## config.mk

```make
export PLATFORM = sky130hd
export DESIGN_NAME = pipe_ctrl
export DESIGN_NICKNAME = d
export VERILOG_FILES = /design/src/rtl/pipe_ctrl.sv
export SDC_FILE = /design/constraint.sdc
export NUM_CORES = 1
export LEC_CHECK = 0
export ABC_AREA = 1
export CORE_MARGIN = 1.5
export CORE_UTILIZATION = 29
export CTS_CLUSTER_DIAMETER = 80
export DETAILED_ROUTE_END_ITERATION = 12
export GPL_TIMING_DRIVEN = 0
export PLACE_DENSITY = 0.56
export SYNTH_ARGS = -nofsm -noshare
export SYNTH_HDL_FRONTEND = slang
export SYNTH_SLANG_ARGS = --single-unit
```

## constraint.sdc

```tcl
create_clock -name clk -period 1.6 [get_ports clk]
set_input_delay 0.48 -clock clk [delete_from_list [all_inputs] [get_ports clk]]
set_output_delay 0.48 -clock clk [all_outputs]
set_load 0.03 [all_outputs]
```

## src/rtl/pipe_ctrl.sv

```systemverilog
// Hazard/stall sequencer for the 5-stage LC-3b pipeline: stage-latch enables,
// latch valid bits, PC load/redirect, plus saturating stall and flush counters.
module pipe_ctrl #(
  parameter int ADDR_W = 16,
  parameter int CNT_W  = 16
) (
  input  logic              clk,
  input  logic              rst_n,
  input  logic              fetch_req,
  input  logic              icache_resp,
  input  logic              dcache_req,
  input  logic              dcache_resp,
  input  logic              dep_stall,
  input  logic              br_redirect,
  input  logic [ADDR_W-1:0] target_in,
  output logic              load_pc,
  output logic              pc_redirect,
  output logic [ADDR_W-1:0] redirect_pc,
  output logic              load_de,
  output logic              load_ex,
  output logic              load_mem,
  output logic              load_wb,
  output logic              valid_de_in,
  output logic              valid_ex_in,
  output logic              valid_mem_in,
  output logic [CNT_W-1:0]  stall_cycles,
  output logic [CNT_W-1:0]  flush_count
);

  typedef enum logic {RUN = 1'b0, DRAIN = 1'b1} state_e;

  state_e              state_q, state_d;
  logic [ADDR_W-1:0]   target_q, target_d;
  logic [CNT_W-1:0]    stall_q, stall_d, flush_q, flush_d;
  logic                fstall_s, bstall_s, stall_inc_s, flush_inc_s;

  // Next-state and combinational stage controls; everything stays 0 while in reset.
  always_comb begin
    fstall_s     = fetch_req & ~icache_resp;
    bstall_s     = dcache_req & ~dcache_resp;
    state_d      = state_q;
    target_d     = target_q;
    flush_inc_s  = 1'b0;
    load_pc      = 1'b0;
    pc_redirect  = 1'b0;
    load_de      = 1'b0;
    load_ex      = 1'b0;
    load_mem     = 1'b0;
    load_wb      = 1'b0;
    valid_de_in  = 1'b0;
    valid_ex_in  = 1'b0;
    valid_mem_in = 1'b0;
    redirect_pc  = (state_q == DRAIN) ? target_q : target_in;

    if (!rst_n) begin
      state_d = RUN;
    end else begin
      case (state_q)
        RUN: begin
          if (bstall_s) begin
            state_d = RUN;
          end else if (br_redirect && fstall_s) begin
            // Squash the pipe now, but steer the PC only once the stale fetch returns.
            load_de     = 1'b1;
            load_ex     = 1'b1;
            load_mem    = 1'b1;
            load_wb     = 1'b1;
            target_d    = target_in;
            flush_inc_s = 1'b1;
            state_d     = DRAIN;
          end else if (br_redirect) begin
            load_pc     = 1'b1;
            pc_redirect = 1'b1;
            load_de     = 1'b1;
            load_ex     = 1'b1;
            load_mem    = 1'b1;
            load_wb     = 1'b1;
            flush_inc_s = 1'b1;
          end else if (fstall_s) begin
            state_d = RUN;
          end else if (dep_stall) begin
            load_ex      = 1'b1;
            load_mem     = 1'b1;
            load_wb      = 1'b1;
            valid_mem_in = 1'b1;
          end else begin
            load_pc      = 1'b1;
            load_de      = 1'b1;
            load_ex      = 1'b1;
            load_mem     = 1'b1;
            load_wb      = 1'b1;
            valid_de_in  = 1'b1;
            valid_ex_in  = 1'b1;
            valid_mem_in = 1'b1;
          end
        end
        DRAIN: begin
          if (!bstall_s) begin
            load_ex  = 1'b1;
            load_mem = 1'b1;
            load_wb  = 1'b1;
          end else begin
            load_ex  = 1'b0;
          end
          if (icache_resp) begin
            load_de     = 1'b1;
            load_pc     = 1'b1;
            pc_redirect = 1'b1;
            state_d     = RUN;
          end else begin
            state_d = DRAIN;
          end
        end
        default: begin
          state_d = RUN;
        end
      endcase
    end

    stall_inc_s = rst_n & (~load_de | ((state_q == DRAIN) & ~valid_de_in));
    if (stall_inc_s && (stall_q != {CNT_W{1'b1}})) begin
      stall_d = stall_q + {{(CNT_W-1){1'b0}}, 1'b1};
    end else begin
      stall_d = stall_q;
    end
    if (flush_inc_s && (flush_q != {CNT_W{1'b1}})) begin
      flush_d = flush_q + {{(CNT_W-1){1'b0}}, 1'b1};
    end else begin
      flush_d = flush_q;
    end
  end

  // State, pending redirect target and performance counters.
  always_ff @(posedge clk or negedge rst_n) begin
    if (!rst_n) begin
      state_q  <= RUN;
      target_q <= {ADDR_W{1'b0}};
      stall_q  <= {CNT_W{1'b0}};
      flush_q  <= {CNT_W{1'b0}};
    end else begin
      state_q  <= state_d;
      target_q <= target_d;
      stall_q  <= stall_d;
      flush_q  <= flush_d;
    end
  end

  assign stall_cycles = stall_q;
  assign flush_count  = flush_q;

  // A second redirect cannot arrive while the first is still waiting on the i-cache.
  drain_no_redirect_a: assert property (@(posedge clk) disable iff (!rst_n)
    (state_q == DRAIN) |-> !br_redirect);

endmodule
```

# Word-level counts from Yosys, hierarchy flattened
# Index checks and enable logic that the tools add are counted.
# totals
reg_bits	49
inputBits	24
out_inout_bits	57
word_cells	67
# classes
add_sub_neg	2
eq_ne	2
muxes	44
bitwise_logic	11
reduce_logical	4
# op_table
op	count
$mux 1	38
$add 16x1->16 const B	2
$ne 16x16->1 const B	2
$mux 16	1
$pmux 1 s2	5
$not 1->1	6
$and 1x1->1	4
$reduce_and 4->1	1
$logic_and 1x1->1	3
$or 1x1->1	1

# Longest topological paths before layout
# depth
depth_word	13
mapped_depth	9
ltp_nobuf	8

# Worst setup path after synthesis
# No wires, ideal clock.
# synth_timing
path_kind	input-to-output
startpoint	input dcache_resp
endpoint	output load_pc
arrival_ns	1.736
t_required_ns	1.120
slack_ns	-0.616
path_stages	7
n_path_buf	0
cell_sequence	inv_1 nand2_1 nand3_4 nand2_1 inv_1 a21oi_1 and2_1
# synth_between
elab_chain_cells	5
# synth_lines
item	line_no	text
start, declared	12	input logic dcache_resp,
$not 1->1	40	bstall_s = dcache_req & ~dcache_resp;
$and 1x1->1	40	
$mux 1	60	if (bstall_s) begin
$pmux 1 s2	58	case (state_q)
$mux 1	55	if (!rst_n) begin
end, declared	16	output logic load_pc,
# Every way passes these cells.

# Worst setup path in the final report
# layout_timing
startpoint	register state_q
endpoint	output valid_ex_in
# layout_between
elab_chain_cells	2
# layout_lines
item	line_no	text
start, declared	32	state_e state_q, state_d;
start signal, assigned	141	state_q <= state_d;
$mux 1	58	
$mux 1	55	
end, declared	24	output logic valid_ex_in,
# Every way passes these cells.

==> results.yml <==
synthesis:
  synthMuxAreaShare: 0
  yosysMostFrequentCell: "nand2_1"
  synth_seq_area_share: 0.410
  yosys.area.top_type_share: 0.410
  synth-xor-area-share: 0.0410
  netlist_instances: 426
  yosysWarnings: 0
  synth_cell_type_count: 32
  synth_area_per_cell_um2: 7.02
  synth_flop_cell: "dfrtp_1"
  synth_edf_count: 0
  synthArstFlopShare: 1.00
  syn_nets: 452
  synth-compound-area-share: 0.109
  synth_top_family_by_area: "simple AND/OR/NAND/NOR gates"
  synth_area_leaders: "dfrtp_1 (41%), nand2_1 (22%), o21ai_0 (8.4%)"
  synth-simple-area-share: 0.348
  synth_area_um2: 2990
  ys_seq_elements: 49
  ys_top_cells_by_count: "nand2_1 (177), o21ai_0 (50), dfrtp_1 (49)"
  yosys.area.top_type: "dfrtp_1"
  synthAdderAreaFrac: 0.00836
die:
  start_util: 0.302
  core_area_um2: 9910
  rows: 36
  die_area_um2: 10900
  boundaryPins: 81
  die_x_um: 105
  die-height_um: 105
cells_and_area:
  n_fill_cell: 958
  layout.nets: 581
  antenna_cells: 0
  layoutNonFillerInstCount: 689
  area_growth_pct: 68.9
  stdcell_area_um2: 5050
  layout-drive-gt1-share: 0.392
setup_path:
  crit_type: "reg2out"
  slowest_stage: "dfrtp_1"
  cp-start-kind: "flip-flop"
  cp_num_buf_inv: 3
  reg2reg_from: "flush_count[0]$_DFFE_PN0P_"
  crit_chain: "buf_6 -> a21oi_2 -> nand2_2 -> nor3_4 -> buf_6 -> buf_6"
  worstRegToRegCells: 10
  critPathTopFamily: "flip-flops"
  reg2reg_to: "flush_count[13]$_DFFE_PN0P_"
  rrSetupSlack_ns: 0.07
  worstPathArrival_ns: 1.55
  worst_path_largest_cell_delay_ns: 0.39
  end_kind: "output port"
  cp_max_fo: 6
  critPathMostFrequentCell: "buf_6"
  worst-endpoint-required_ns: 1.12
sta:
  worst-slew-pin-transition_ns: 0.329
  slew_violations: 0
  rsz0062_at_grt: "true"
  clock_skew_ns: 0.0117
  hold_viol: 0
  post-route-period-util: 1.27
  setup-violations-final: 25
  max_clock_freq_mhz: 494
  fin_crit_ns: 2.03
  whs_ns: 0.0895
  worst_slack_ns: -0.426
  maxSlewHeadroom: 0.780
global_route:
  grt_max_degree: 16
  grtUsageTotal: 0.167
  antenna_found_initial: 0
  grt_pass1_wl_um: 15100
  grt_pass1_vias: 3117
  globalRoute.totalOverflow: 0
run_status:
  status: "complete, but fails checks"
  violations: "setup timing"
detailed_routing:
  drt_wl_total_um: 9160
  firstDrtPassIters: 4
  drc: 0
  post_drt_wl_per_cell_um: 13.3
  vias_per_cell: 4.62
  num_vias: 3184
  antenna_left: 0
  drtIter0Drc: 101
placed_design:
  dp_hpwl_um: 6130
  dpl-instance-area_um2: 4190
  gp_congestion: 0.879
  dp_cells: 640
  numPortBuffers: 80
pwr:
  irDropWorstVdd_v: 0.000569
  leakagePower_nw: 2.30
  pwr-share-seq: 0.429
  comb_power_share: 0.382
  power_frac_clock: 0.189
  intPower_mw: 2.44
  power_density_nw_per_um2: 777
  power.switching_mw: 1.49
  p_sw_frac: 0.378
clocking:
  cts_root_buf: "clkbuf_8"
  cts_buffers: 5
  clock_path_buffers: 2
  path_clk_slew_ns: 0.10
  cts_sinks: 49
  clk_latency_ns: 0.30
  ctsHtreeMaxLevel: 2
  tritoncts: "yes"
run:
  cap_violations: 0
min_path:
  hold_path.class: "in2async"
[sequential cells by signal, indices dropped and copies added, names as in the netlist]
name,cells
target_q,16
state_q,1
stall_cycles,16
flush_count,16
[how the worst max path moves through the flow]
stage                                  from           to  slack, ns  cells past startpoint
final                     state_q$_DFF_PN0_  valid_ex_in      -0.43                      6
after CTS                 state_q$_DFF_PN0_  valid_ex_in      -0.42                      6
after detailed placement              rst_n  valid_ex_in      -1.45                      6
after floorplan                 icache_resp  valid_ex_in      -0.19                      5
after global routing      state_q$_DFF_PN0_  valid_ex_in      -0.50                      6
after global placement                rst_n  valid_ex_in      -3.71                      5
[metrics by stage]
stage	total power [mW]	util	setup TNS, ns	setup slack, ns
after floorplan	2.44	-	-0.542	-0.188
after global placement	2.94	0.422	-262.16	-3.71
after detailed placement	2.97	0.423	-58.37	-1.45
after CTS	3.85	0.483	-7.55	-0.421
after global routing	4.16	0.510	-9.68	-0.500
final	3.93	0.510	-8.27	-0.426
[power groups by stage]
stage                     clock (mW)  sequential, mW  combinational (mW)
after CTS                      0.760            1.67                1.42
after detailed placement           0            1.69                1.27
final                          0.741            1.69                1.50
after floorplan                    0            1.86               0.572
after global routing           0.810            1.72                1.63
after global placement             0            1.69                1.25
[what timing repair did]
action	in CTS	in global routing
setup buffers	25	12
hold buffers	0	0
gates resized for setup	335	70
pin swaps	15	15
endpoints found under the setup margin	106	86
gates cloned	4	2
hold endpoints to repair	0	0
[metal layers]
| layer | track usage | vias to the layer above | share of wire |
|---|---|---|---|
| met5 | 0 | - | 0 |
| met4 | 0.0357 | 0 | 0.0077 |
| met1 | 0.221 | 1507 | 0.46 |
| met2 | 0.287 | 73 | 0.49 |
| li1 | - | 1598 | - |
| met3 | 0.0268 | 6 | 0.041 |
[cell usage in the layout, fill, tap and decap left out, types with 3 or more instances in the layout]
cell               n
nand2_4            7
o21ai_4           10
nor2_1            26
nor2_4             5
xnor2_1           10
nand2_1          164
o21ai_1           14
nor2_2             4
nand4_1            9
nand3_1            8
clkdlybuf4s50_1   14
clkbuf_8           5
nand3_4            4
xor2_1             4
o21ai_2            6
o21ai_0           24
dlygate4sd2_1      5
clkbuf_16          3
inv_1             29
nor3_4             3
inv_4              3
clkdlybuf4s15_2   31
buf_6             41
nand2_2           11
buf_4             32
dfrtp_2           25
dfrtp_1           24
inv_2              5
buf_8              3
[final cells by class]
| cell class | instances | area (um2) | share of cell area |
|---|---|---|---|
| timing repair buffer | 123 | 1330 | 0.264 |
| inverter | 41 | 190 | 0.0376 |
| multi-input combinational | 321 | 1840 | 0.364 |
| buffer | 14 | 181 | 0.0359 |
| tap | 133 | 166 | 0.0329 |
| clock buffer | 7 | 76.3 | 0.0151 |
| clock inverter | 1 | 7.51 | 0.00149 |
| sequential | 49 | 1260 | 0.249 |
[cell families after synthesis]
family | Yosys count
AOI/OAI and AO/OA | 61
xor gates and xnor gates | 14
adders and majority gates | 2
buffers and inverters | 56
DFF | 49
and+or+nand+nor | 244
(Power assumes the default switching activity.)
